### src/rtl/i2c_led_master.sv
// i2c_led_master: write-only I2C controller (START, addr+W, data bytes with ACK check, STOP).
// Optional macro I2C_STRETCH_EN: hold the SCL-high phase while a target stretches SCL low.
module i2c_led_master #(
  parameter int QUARTER = 62,
  parameter int CNT_W   = 8
) (
  input  logic       clk,
  input  logic       reset,
  input  logic       scl_i,
  output logic       scl_o,
  input  logic       sda_i,
  output logic       sda_o,
  input  logic [6:0] addr_i,
  input  logic       cmd_valid_i,
  output logic       cmd_ready_o,
  input  logic [7:0] data_i,
  input  logic       data_valid_i,
  input  logic       data_last_i,
  output logic       data_ready_o,
  output logic       busy_o,
  output logic       done_o,
  output logic       nack_o
);
  typedef enum logic [2:0] {
    S_IDLE, S_START, S_ADDR, S_DATA, S_ACK, S_LOAD, S_STOP
  } state_t;

  state_t           state, state_nx;
  logic [CNT_W-1:0] qcnt;
  logic [1:0]       qph;
  logic [2:0]       bitcnt;
  logic [7:0]       shreg;
  logic             last_byte, in_addr, ack_nack;
  logic             hold, tick, bit_end, accept, load_byte;
  logic             scl_nx, sda_nx;

`ifdef I2C_STRETCH_EN
  // SCL is released during q1; wait there until the bus actually reads high.
  assign hold = (qph == 2'd1) && !scl_i &&
                (state == S_ADDR || state == S_DATA || state == S_ACK || state == S_STOP);
`else
  logic unused_scl;
  assign unused_scl = scl_i;
  assign hold = 1'b0;
`endif

  assign tick      = !hold && (qcnt == CNT_W'(QUARTER - 1));
  assign bit_end   = tick && (qph == 2'd3);
  assign accept    = (state == S_IDLE) && cmd_valid_i;
  assign load_byte = (state == S_LOAD) && data_valid_i;

  always_ff @(posedge clk) begin
    if (!reset) begin
      state   <= S_IDLE;
      qcnt    <= '0;
      qph     <= '0;
      bitcnt  <= '0;
      in_addr <= 1'b0;
    end else begin
      state <= state_nx;
      if (state == S_IDLE || state == S_LOAD || state_nx != state || tick)
        qcnt <= '0;
      else if (!hold)
        qcnt <= qcnt + CNT_W'(1);
      if (state_nx != state) qph <= '0;
      else if (tick)         qph <= qph + 2'd1;
      if (state_nx != state) bitcnt <= '0;
      else if (bit_end)      bitcnt <= bitcnt + 3'd1;
      if (accept)         in_addr <= 1'b1;
      else if (load_byte) in_addr <= 1'b0;
    end
  end

  always_ff @(posedge clk) begin
    if (accept)
      shreg <= {addr_i, 1'b0};
    else if (load_byte)
      shreg <= data_i;
    else if ((state == S_ADDR || state == S_DATA) && bit_end)
      shreg <= {shreg[6:0], 1'b0};
    if (load_byte)
      last_byte <= data_last_i;
    // ACK bit is sampled on the last clk of its second SCL-high quarter.
    if (state == S_ACK && tick && qph == 2'd2)
      ack_nack <= sda_i;
  end

  always_comb begin
    state_nx = state;
    case (state)
      S_IDLE:         if (cmd_valid_i) state_nx = S_START;
      S_START:        if (tick && qph == 2'd1) state_nx = S_ADDR;
      S_ADDR, S_DATA: if (bit_end && bitcnt == 3'd7) state_nx = S_ACK;
      S_ACK: begin
        if (bit_end) begin
          if (ack_nack || (!in_addr && last_byte)) state_nx = S_STOP;
          else                                     state_nx = S_LOAD;
        end
      end
      S_LOAD:         if (data_valid_i) state_nx = S_DATA;
      S_STOP:         if (tick && qph == 2'd2) state_nx = S_IDLE;
      default:        state_nx = S_IDLE;
    endcase
  end

  always_comb begin
    scl_nx = 1'b1;
    sda_nx = 1'b1;
    case (state)
      S_START: begin
        scl_nx = (qph == 2'd0);
        sda_nx = 1'b0;
      end
      S_ADDR, S_DATA: begin
        scl_nx = qph[0] ^ qph[1];
        sda_nx = shreg[7];
      end
      S_ACK:  scl_nx = qph[0] ^ qph[1];
      S_LOAD: scl_nx = 1'b0;
      S_STOP: begin
        scl_nx = (qph != 2'd0);
        sda_nx = (qph == 2'd2);
      end
      default: ;
    endcase
  end

  always_ff @(posedge clk) begin
    if (!reset) begin
      scl_o        <= 1'b1;
      sda_o        <= 1'b1;
      cmd_ready_o  <= 1'b1;
      data_ready_o <= 1'b0;
      busy_o       <= 1'b0;
      done_o       <= 1'b0;
      nack_o       <= 1'b0;
    end else begin
      scl_o        <= scl_nx;
      sda_o        <= sda_nx;
      cmd_ready_o  <= (state_nx == S_IDLE);
      busy_o       <= (state_nx != S_IDLE);
      data_ready_o <= load_byte;
      done_o       <= (state == S_STOP) && (state_nx == S_IDLE);
      if (accept)
        nack_o <= 1'b0;
      else if (state == S_ACK && bit_end && ack_nack)
        nack_o <= 1'b1;
    end
  end
endmodule

### config.mk
export PLATFORM = sky130hd
export DESIGN_NAME = i2c_led_master
export DESIGN_NICKNAME = d
export VERILOG_FILES = /design/src/rtl/i2c_led_master.sv
export SDC_FILE = /design/constraint.sdc
export NUM_CORES = 1
export LEC_CHECK = 0
export CORE_ASPECT_RATIO = 0.8
export CORE_MARGIN = 2
export CORE_UTILIZATION = 38
export DETAILED_ROUTE_END_ITERATION = 8
export PLACE_DENSITY = 0.7
export SLEW_MARGIN = 0
export SYNTH_ARGS = -nofsm -noshare
export SYNTH_HDL_FRONTEND = slang
export SYNTH_SLANG_ARGS = --single-unit
### constraint.sdc
create_clock -name clk -period 2.1 [get_ports clk]
set_clock_uncertainty 0.1 [all_clocks]
set_input_delay 0.315 -clock clk [delete_from_list [all_inputs] [get_ports clk]]
set_output_delay 0.315 -clock clk [all_outputs]
set_load 0.005 [all_outputs]
## Word-level counts from Yosys, hierarchy flattened

Cells that the tools add are included.

| cells by class | value |
|---|---|
| add/subtract/negate cells | 3 |
| multiply operators | 0 |
| divide/modulo/power cells | 0 |
| magnitude comparators | 0 |
| eq/ne operators | 12 |
| shifts and indexed selects | 0 |
| mux-type cells | 15 |
| bitwise logic cells | 2 |
| reductions and logical operators | 32 |

Operators by type and width:

| cell | count |
|---|---|
| $mux 8 | 3 |
| $mux 3 | 6 |
| $pmux 3 s6 | 1 |
| $logic_and 1x1->1 | 13 |
| $eq 3x3->1 const B | 4 |
| $add 8x1->8 const B | 1 |
| $eq 8x6->1 const B | 1 |
| $reduce_or 2->1 | 4 |
| $eq 3x2->1 const B | 2 |
| $logic_not 3->1 | 2 |
| $reduce_bool 2->1 | 3 |
| $reduce_bool 3->1 | 2 |
| $logic_or 1x1->1 | 5 |
| $eq 2x2->1 const B | 2 |
| $pmux 1 s4 | 1 |
| $add 3x1->3 const B | 1 |
| $eq 3x1->1 const B | 1 |
| $ne 3x3->1 | 1 |
| $pmux 1 s3 | 1 |
| $reduce_or 3->1 | 1 |
| $add 2x1->2 const B | 1 |
| $eq 2x1->1 const B | 1 |
| $logic_not 2->1 | 1 |
| $mux 1 | 2 |
| other kinds (4) | 4 |

| storage, ports and cells | value |
|---|---|
| register bits | 34 |
| latch bits | 0 |
| memory bits (writable) | 0 |
| bits in read-only memories | 0 |
| input port bits | 22 |
| output and inout bits | 7 |
| word-level logic and storage cells | 80 |
| memories | 0 |

## Depth between registers and ports, before layout

Gate-level depths: netlist (run 1).

| logic depth | value |
|---|---|
| depth after elaboration | 10 |
| mapped depth | 6 |
| gate-level depth less buffers | 6 |

## Worst setup path after synthesis (run 1)

OpenSTA, ideal clock, no wires.

| timing path | value |
|---|---|
| path kind | reg-to-reg |
| from | register qcnt[0] |
| to | register shreg[1], enable pin |
| setup time | 0.381 ns |
| arrival | 1.508 ns |
| data required time | 1.619 ns |
| path slack | 0.112 ns |
| stages on the path, launching flop included | 5 |
| buffers on the path | 0 |
| period minus slack after synthesis | 1.988 ns |
| path through | dfxtp_1 > ha_1 > and4bb_1 > nand2_1 > o21ai_0 |

| between the ends | value |
|---|---|
| word-level cells in the longest chain between the ends | 4 |

RTL lines:

| item | line | RTL |
|---|---|---|
| start, declared | 29 | `logic [CNT_W-1:0] qcnt;` |
| start signal, assigned | 64 | `qcnt <= qcnt + CNT_W'(1);` |
| $eq 8x6->1 | 47 | `assign tick = !hold && (qcnt == CNT_W'(QUARTER - 1));` |
| $logic_and 1x1->1 | 48 | `assign bit_end = tick && (qph == 2'd3);` |
| $logic_and 1x1->1 | 79 | `else if ((state == S_ADDR \|\| state == S_DATA) && bit_end)` |
| $reduce_bool 3->1 (no source line) | n/a |  |
| end signal, assigned | 76 | `shreg <= {addr_i, 1'b0};` |
| end signal, assigned | 78 | `shreg <= data_i;` |
| end signal, assigned | 80 | `shreg <= {shreg[6:0], 1'b0};` |
| end, declared | 32 | `logic [7:0] shreg;` |

Every way passes these cells.
A chain may end at the register's enable or synchronous reset.

## Worst setup path after layout (run 1)

| timing path | value |
|---|---|
| from | register qcnt[0] |
| to | register qph[1] |

| between the ends | value |
|---|---|
| word-level cells in the longest chain between the ends | 7 |
| elaborated cells on any way between the ends | 12 |
| those cells by class | eq/ne: 2; mux: 5; reduce/logical: 5 |

RTL lines:

| item | line | RTL |
|---|---|---|
| $eq 8x6->1 (*) | 47 |  |
| $logic_and 1x1->1 | 48 |  |
| $logic_and 1x1->1 | 93 | `S_ADDR, S_DATA: if (bit_end && bitcnt == 3'd7) state_nx = S_ACK;` |
| $mux 3 | 93 |  |
| $pmux 3 s6 | 90 | `case (state)` |
| $ne 3x3->1 | 65 | `if (state_nx != state) qph <= '0;` |
| $reduce_or 2->1 (no source line) | n/a |  |
| end signal, assigned | 66 | `else if (tick) qph <= qph + 2'd1;` |
| end, declared | 30 | `logic [1:0] qph;` |

Mark *: on every way between the ends. The rest lies on a longest branch, timed or not.

==> results of run 1 <==
[layer usage]
layer / wire length [µm] / share of wire [%] / global-route usage, %
met1: 1810 / 51 / 20.9
met2: 1530 / 43 / 19.9
met3: 118 / 3.4 / 3.76
met4: 60 / 1.7 / 6.14
met5: 0 / 0 / 0
[power groups by stage]
stage          clock network [mW]  registers (mW)  logic, mW
2_1_floorplan                   0           0.714     0.0563
3_3_place_gp                    0           0.719      0.116
3_5_place_dp                    0           0.719      0.117
5_1_grt                     0.538           0.706      0.128
6_report                    0.498           0.704      0.117
4_1_cts                     0.509           0.704      0.118
[cell families (layout without fill, tap and decap cells)]
group,after synthesis,after routing
buffers and inverters,13,52
AOI/OAI and AO/OA,33,33
DFF,34,34
xor gates and xnor gates,9,9
and+or+nand+nor,62,62
adders and majority gates,8,8
muxes,10,10
[cells in the final DEF, fill, tap and decap left out, drive strengths merged, types with 2 or more instances in the layout]
master | synthesis | final
a21oi | 7 | 7
a31oi | 3 | 3
and2 | 2 | 2
buf | 5 | 11
clkbuf | 2 | 7
clkdlybuf4s50 | 0 | 27
dfxtp | 25 | 25
edfxtp | 9 | 9
ha | 8 | 8
inv | 6 | 6
mux2i | 10 | 10
nand2 | 14 | 14
nand2b | 3 | 3
nand3 | 4 | 4
nand4 | 2 | 2
nor2 | 13 | 13
nor2b | 7 | 7
nor3b | 4 | 4
nor4 | 5 | 5
o211ai | 4 | 4
o21ai | 10 | 10
xnor2 | 4 | 4
xor2 | 5 | 5
[cells in the mapped netlist, drive strengths merged (5+ instances only)]
library cell	n	area (µm²)
edfxtp	9	270
ha	8	100
nor2b	7	43.8
o21ai	10	50.0
nor2	13	48.8
mux2i	10	100
xor2	5	43.8
a21oi	7	35.0
buf	5	45.0
dfxtp	25	500
nand2	14	52.6
nor4	5	31.3
inv	6	25.0
[worst max path at each step]
stage | start | to | slack, ns | cells after the start
after floorplan | qcnt[0]$_SDFF_PP0_ | shreg[1]$_DFFE_PP_ | 0.11 | 4
after global placement | data_valid_i | shreg[1]$_DFFE_PP_ | 0.16 | 6
after detailed placement | data_valid_i | shreg[1]$_DFFE_PP_ | 0.11 | 6
after CTS | qcnt[0]$_SDFF_PP0_ | qph[1]$_SDFFE_PP0P_ | 0.19 | 6
after global routing | qcnt[0]$_SDFF_PP0_ | bitcnt[0]$_SDFFE_PP0P_ | 0.06 | 6
final | qcnt[0]$_SDFF_PP0_ | qph[1]$_SDFFE_PP0P_ | 0.20 | 6
[final cells by class]
type,instances,area [µm²]
fill,431,2290
tap,60,75.1
multi-input combinational,122,911
clock buffer,7,86.3
inverter,6,25.0
sequential,34,771
clock inverter,1,5.00
timing repair buffer,38,353
[stage by stage]
stage               setup WS, ns  hold WS (ns)  instance area (µm²)  instances  utilization, %
floorplan                  0.112         0.314                 1760        169               -
global placement           0.164         0.365                 2130        260            47.3
detailed placement         0.111         0.389                 2130        260            47.3
CTS                        0.191         0.404                 2230        268            49.3
global route              0.0584         0.432                 2230        268            49.3
finish                     0.199         0.393                 2230        268            49.3
[state kept, by name, indices dropped and copies added, names as in the netlist, 2 cells and up]
signal,count
qcnt,8
state,3
shreg,8
qph,2
bitcnt,3
[worst register-to-register path: stages (launching register included)]
cell     delay, ns
dfxtp_1       0.40
ha_1          0.19
nor3b_2       0.28
buf_4         0.19
a31oi_4       0.12
nor3b_2       0.39
nor4_1        0.10
==> results.cfg, run 1 <==
[timing]
drv_slew = 0
period_needed_ns = 1.90
setup_tns_ns = 0
hold_viol_final = 0
tightest_slew_ns = 0.429
slew_headroom_pct = 71.4
setup_viol = 0
fmax_mhz = 526
rsz0062_at_grt = no
period_share_pct = 90.5

[power]
switchingPower_uw = 290
power.share.sequential_pct = 53.4
powerDensity_nw_per_um2 = 592
internal_power_mw = 1.03
p_total_mw = 1.32
p_clk_share_pct = 37.7
combPwrFrac_pct = 8.9
swShare_pct = 22.0
p_leak_nw = 0.839
peakVddDrop_mv = 0.335

[placed_design]
gp_congestion = 0.829
dp_hpwl_um = 2660
io_buffers = 27

[grt]
grt_pass1_wl_um = 5660
grt_util_all_layers_pct = 14.4
grt_pass1_vias = 1220
antenna_found_initial = 0
grt_max_degree = 17
grt_overflow = 0

[clocking]
hold_buffers = 0
cts_tree = done
cts_sinks = 34
clk_latency_ns = 0.29
htree_levels = 2
post_cts_buffers = 0
clk_pin_slew_ns = 0.06
cts_resized = 0
cts_buffers = 5
cts_max_path_buffers = 2
cts_root_buffer = clkbuf_8

[flow_run]
max_cap_violations = 0

[finish]
diodes = 0
layout-drive-gt1-share_pct = 13.5
finalNetCount = 237
syn_to_final_growth_pct = 26.5

[setup_path]
path_class = reg2reg
cp_data_required_time_ns = 2.16
crit_path_start_kind = register
critPathMaxFanout = 6
critPathSlowestCell = dfxtp_1
worst_path_most_repeated_cell = nor3b_2
path_buf_inv = 1
end_kind = register
timing.rr.end = qph[1]$_SDFFE_PP0P_
reg2regPathDepth = 6
regToRegSetupSlack_ns = 0.20
cp_cell_sequence = ha_1, nor3b_2, buf_4, a31oi_4, nor3b_2, nor4_1
reg2reg_from = qcnt[0]$_SDFF_PP0_
worstPathArrival_ns = 1.96
cp_top_family = simple AND/OR/NAND/NOR gates
slowest_delay_ns = 0.40

[logic_synthesis]
ys_warn_count = 0
synthArstFlopShare_pct = 0
syn_nets = 199
ys_seq_area_share_pct = 43.8
synthAdderAreaFrac_pct = 5.69
yosys_most_used_dff = dfxtp_1
avgSynthCellArea_um2 = 10.4
synth_top_family_by_area = simple AND/OR/NAND/NOR gates
synth_simple_gate_area_share_pct = 22.1
synth_edf_count = 9
synth_area_um2 = 1760
synth_mux_area_share_pct = 5.69
synth_compound_area_share_pct = 13.8
synth_xor_area_share_pct = 4.48
netlist_instances = 169
synth_seq_cells = 34
synth.distinct_cells = 45

[floorplan]
dieArea_um2 = 5190
io_pins = 29
die_h_um = 64.9
die_w_um = 80.1
core_area_um2 = 4510
start_util_pct = 39.0
num_rows = 22

[route]
viasPerCell = 5.00
drt.antenna.violating_nets = 0
first_pass_iters = 4
routed-via-count = 1341
totalWireLength_um = 3520
drc = 0
wl_per_cell_um = 13.1
drtIter0Drc = 61

[min_path]
whs_path_depth = 1
hp-start = qcnt[0]$_SDFF_PP0_
hold_class = reg2reg
hold_end = qcnt[0]$_SDFF_PP0_

[outcome]
status = complete, no violations
No activity file was read; power rests on OpenSTA's default activity.
==> run 2, diff against run 1 <==
--- a/config.mk
+++ b/config.mk
@@ -5,11 +5,10 @@
 export SDC_FILE = /design/constraint.sdc
 export NUM_CORES = 1
 export LEC_CHECK = 0
-export CORE_ASPECT_RATIO = 0.8
 export CORE_MARGIN = 2
-export CORE_UTILIZATION = 38
+export CORE_UTILIZATION = 30
 export DETAILED_ROUTE_END_ITERATION = 8
-export PLACE_DENSITY = 0.7
+export PLACE_DENSITY = 0.58
 export SLEW_MARGIN = 0
 export SYNTH_ARGS = -nofsm -noshare
 export SYNTH_HDL_FRONTEND = slang
==> constraint.sdc (replaced) <==
create_clock -name clk -period 2.27 [get_ports clk]
set_clock_uncertainty 0.1 [all_clocks]
set_input_delay 0.3405 -clock clk [delete_from_list [all_inputs] [get_ports clk]]
set_output_delay 0.3405 -clock clk [all_outputs]
set_load 0.005 [all_outputs]
==> results.cfg, run 2 (synthesis gave the netlist of run 1 again) <==
[grt]
grt_overflow = 0
grt_util_all_layers_pct = 11.7
grt_pass1_vias = 1278
antenna_found_initial = 0
grt_pass1_wl_um = 5910
grt_max_degree = 17

[clocking]
cts_buffers = 5
hold_buffers = 0
cts_resized = 0
clk_latency_ns = 0.28
post_cts_buffers = 0
cts_max_path_buffers = 2
htree_levels = 2
cts_root_buffer = clkbuf_8
cts_tree = done
cts_sinks = 34
clk_pin_slew_ns = 0.06

[placed_design]
dp_hpwl_um = 2650
io_buffers = 27
preCtsSetupSlack_ns = 0.274
dp.cells = 268
gp_congestion = 0.831

[timing]
period_share_pct = 86.0
setup_viol = 0
period_needed_ns = 1.95
fmax_mhz = 512
tightest_slew_ns = 0.462
rsz0062_at_grt = no
setup_ws_ns = 0.318
hold_viol_final = 0
drv_slew = 0
slew_headroom_pct = 69.1
setup_tns_ns = 0

[setup_path]
critPathMaxFanout = 5
reg2regPathDepth = 5
crit_path_start_kind = register
timing.rr.end = qph[1]$_SDFFE_PP0P_
path_class = reg2reg
crit_start = qcnt[0]$_SDFF_PP0_
end_kind = register
cp_data_required_time_ns = 2.32
reg2reg_from = qcnt[0]$_SDFF_PP0_
regToRegSetupSlack_ns = 0.32
worstPathArrival_ns = 2.00

[power]
p_leak_nw = 0.815
powerDensity_nw_per_um2 = 535
power.share.sequential_pct = 55.3
combPwrFrac_pct = 8.9
internal_power_uw = 916
swShare_pct = 22.2
peakVddDrop_mv = 0.247
p_clk_share_pct = 35.8
switchingPower_uw = 262

[route]
routed-via-count = 1322
drt.antenna.violating_nets = 0
totalWireLength_um = 3570
wl_per_cell_um = 12.9
drtIter0Drc = 77
first_pass_iters = 4
viasPerCell = 4.79
drc = 0

[finish]
largestRegisters = qcnt x8, shreg x8
diodes = 0
layout-drive-gt1-share_pct = 11.8
finalNetCount = 233
final_common_cell = clkdlybuf4s50_1
syn_to_final_growth_pct = 25.2
instances_no_fill = 276
layout_common_cells = clkdlybuf4s50_1 (27), dfxtp_1 (25), nand2_1 (14)

[floorplan]
core_area_um2 = 5570
dieArea_um2 = 6490
io_pins = 29
die_h_um = 80.6
die_w_um = 80.6
start_util_pct = 31.6
num_rows = 27

[min_path]
whs_path_depth = 1
hp-start = qcnt[0]$_SDFF_PP0_
hold_class = reg2reg
hold_end = qcnt[0]$_SDFF_PP0_

[flow_run]
max_cap_violations = 0

[outcome]
status = complete, no violations
[run 2: through the flow]
step / area [µm²] / utilization [%] / power [mW] / hold WS [ns]
after floorplan: 1760 / - / 0.713 / 0.339
after global placement: 2120 / 38.0 / 0.770 / 0.368
after detailed placement: 2120 / 38.0 / 0.771 / 0.380
after CTS: 2200 / 39.5 / 1.20 / 0.398
after global routing: 2200 / 39.5 / 1.23 / 0.437
final: 2200 / 39.5 / 1.18 / 0.396
[run 2: power groups by stage]
stage               Clock (mW)  Combinational [mW]  Sequential (mW)
finish                   0.422               0.104            0.652
global route             0.458               0.115            0.653
CTS                      0.441               0.106            0.652
detailed placement           0               0.105            0.665
global placement             0               0.105            0.665
floorplan                    0              0.0521            0.661
[run 2: worst max-delay path by stage]
stage,to,slack (ns)
after floorplan,shreg[1]$_DFFE_PP_,0.28
after global placement,shreg[4]$_DFFE_PP_,0.26
after detailed placement,shreg[4]$_DFFE_PP_,0.27
after CTS,qph[1]$_SDFFE_PP0P_,0.29
after global routing,qph[1]$_SDFFE_PP0P_,0.13
final,qph[1]$_SDFFE_PP0P_,0.32
[run 2: layout make-up]
type / instances / area [µm²]
timing repair buffer: 34 / 323
clock inverter: 2 / 10.0
sequential: 34 / 771
clock buffer: 6 / 72.6
multi-input combinational: 122 / 911
tap: 72 / 90.1
fill: 581 / 3370
inverter: 6 / 25.0
[run 2: routing by layer]
metal / vias up / share of wire [%] / GRT usage (%)
met2: 22 / 45 / 18.3
li1: 680 / - / -
met5: - / 0 / 0
met4: 0 / 1.9 / 4.58
met1: 613 / 50 / 15.8
met3: 7 / 3.3 / 2.47
[run 2: worst max-delay path, stage by stage (launching register included)]
cell      delay, ns
dfxtp_1        0.39
ha_1           0.19
nor3b_2        0.38
nand2_1        0.20
o211ai_1       0.45
nor4_1         0.10
==> run 3, diff against run 2 <==
--- a/config.mk
+++ b/config.mk
@@ -6,9 +6,9 @@
 export NUM_CORES = 1
 export LEC_CHECK = 0
 export CORE_MARGIN = 2
-export CORE_UTILIZATION = 30
+export CORE_UTILIZATION = 40
 export DETAILED_ROUTE_END_ITERATION = 8
-export PLACE_DENSITY = 0.58
+export PLACE_DENSITY = 0.71
 export SLEW_MARGIN = 0
 export SYNTH_ARGS = -nofsm -noshare
 export SYNTH_HDL_FRONTEND = slang
==> results.cfg, run 3 (synthesis gave the netlist of run 1 again) <==
[outcome]
status = complete, no violations

[route]
drt.antenna.violating_nets = 0
drtIter0Drc = 107
viasPerCell = 5.26
first_pass_iters = 4
totalWireLength_um = 3490
wl_per_cell_um = 13.5
routed-via-count = 1362
drc = 0

[placed_design]
dpl_cell_area_um2 = 2120
io_buffers = 27
gp_congestion = 0.838
dp.cells = 251
preCtsSetupSlack_ns = 0.220
dp_hpwl_um = 2620

[timing]
hold_viol_final = 0
setup_ws_ns = 0.312
hold_ws_ns = 0.383
rsz0062_at_grt = no
period_share_pct = 86.3
period_needed_ns = 1.96
drv_slew = 0
setup_tns_ns = 0
slew_headroom_pct = 61.2
setup_viol = 0
fmax_mhz = 511
tightest_slew_ns = 0.582

[finish]
instances_no_fill = 259
final_common_cell = clkdlybuf4s50_1
layout_common_cells = clkdlybuf4s50_1 (27), dfxtp_1 (25), nand2_1 (14)
largestRegisters = qcnt x8, shreg x8
finalNetCount = 236
register_area_um2 = 771
fin_util_pct = 52.4
layout-drive-gt1-share_pct = 13.0
multiInputGateArea_um2 = 911
fill_cells = 418
fin_area_um2 = 2250
diodes = 0
syn_to_final_growth_pct = 27.9

[floorplan]
num_rows = 24
die_w_um = 70.3
io_pins = 29
start_util_pct = 41.0
dieArea_um2 = 4940
core_area_um2 = 4290
die_h_um = 70.3

[power]
p_leak_nw = 0.852
peakVddDrop_mv = 0.274
p_total_mw = 1.41
powerDensity_nw_per_um2 = 629

[setup_path]
path_class = reg2reg
reg2reg_from = qcnt[0]$_SDFF_PP0_
regToRegSetupSlack_ns = 0.31
reg2regPathDepth = 5
crit_start = qcnt[0]$_SDFF_PP0_
critPathMaxFanout = 7
timing.rr.end = bitcnt[0]$_SDFFE_PP0P_
end_kind = register
crit_path_start_kind = register
cp_data_required_time_ns = 2.32
endpoint = bitcnt[0]$_SDFFE_PP0P_
worstPathArrival_ns = 2.01

[clocking]
cts_tree = done
cts_root_buffer = clkbuf_8
cts_buffers = 5
clk_latency_ns = 0.29
htree_levels = 2
cts_max_path_buffers = 2
cts_resized = 0
post_cts_buffers = 0
cts_sinks = 34
hold_buffers = 0
clk_pin_slew_ns = 0.07

[min_path]
hold_class = reg2reg

[grt]
grt_util_all_layers_pct = 15.5
grt_pass1_wl_um = 6000
grt_pass1_vias = 1325
antenna_found_initial = 0
grt_overflow = 0
grt_max_degree = 15

[flow_run]
max_cap_violations = 0
==> run 3: cell count changes in the layout (fill, tap and decap cells not counted), sizes merged <==
cell    before  now
buf          7   10
bufinv       0    2
clkbuf       6    5
clkinv       2    1
==> run 3: final cells by class <==
| class | instances | area share, % |
|---|---|---|
| Sequential cell | 34 | 34.3 |
| Multi-Input combinational cell | 122 | 40.5 |
| Timing Repair Buffer | 37 | 15.4 |
| Clock buffer | 5 | 3.06 |
| Inverter | 6 | 1.11 |
| Clock inverter | 3 | 2.84 |
| Tap cell | 52 | 2.89 |
==> run 3: critical path, stage by stage, from the launching register on <==
cell and delay (ns):
dfxtp_1 0.40, ha_1 0.18, nor3b_2 0.30, nand2_1 0.25
o211ai_1 0.49, nor4_1 0.10
==> run 3: report_power, final <==
part | total, mW | switching [mW] | internal, mW
clock | 0.655 | 0.220 | 0.434
combinational | 0.108 | 0.0430 | 0.0651
sequential | 0.652 | 0.0102 | 0.642
==> run 3: routing by layer <==
layer  global-route usage, %  up-vias  share of wire, %
met5                       0        -                 0
met4                    6.20        0               1.6
met3                    4.33        5               4.7
met2                    24.6       30                48
met1                    19.7      636                46
li1                        -      691                 -
==> run 3: worst min path at each step <==
stage | from | endpoint | cells after the start
2_1_floorplan | sda_i | ack_nack$_DFFE_PP_ | 0
5_1_grt | qcnt[0]$_SDFF_PP0_ | qcnt[0]$_SDFF_PP0_ | 1
3_3_place_gp | qcnt[0]$_SDFF_PP0_ | qcnt[0]$_SDFF_PP0_ | 1
3_5_place_dp | qcnt[0]$_SDFF_PP0_ | qcnt[0]$_SDFF_PP0_ | 1
4_1_cts | qcnt[0]$_SDFF_PP0_ | qcnt[0]$_SDFF_PP0_ | 1
6_report | qcnt[0]$_SDFF_PP0_ | qcnt[0]$_SDFF_PP0_ | 1
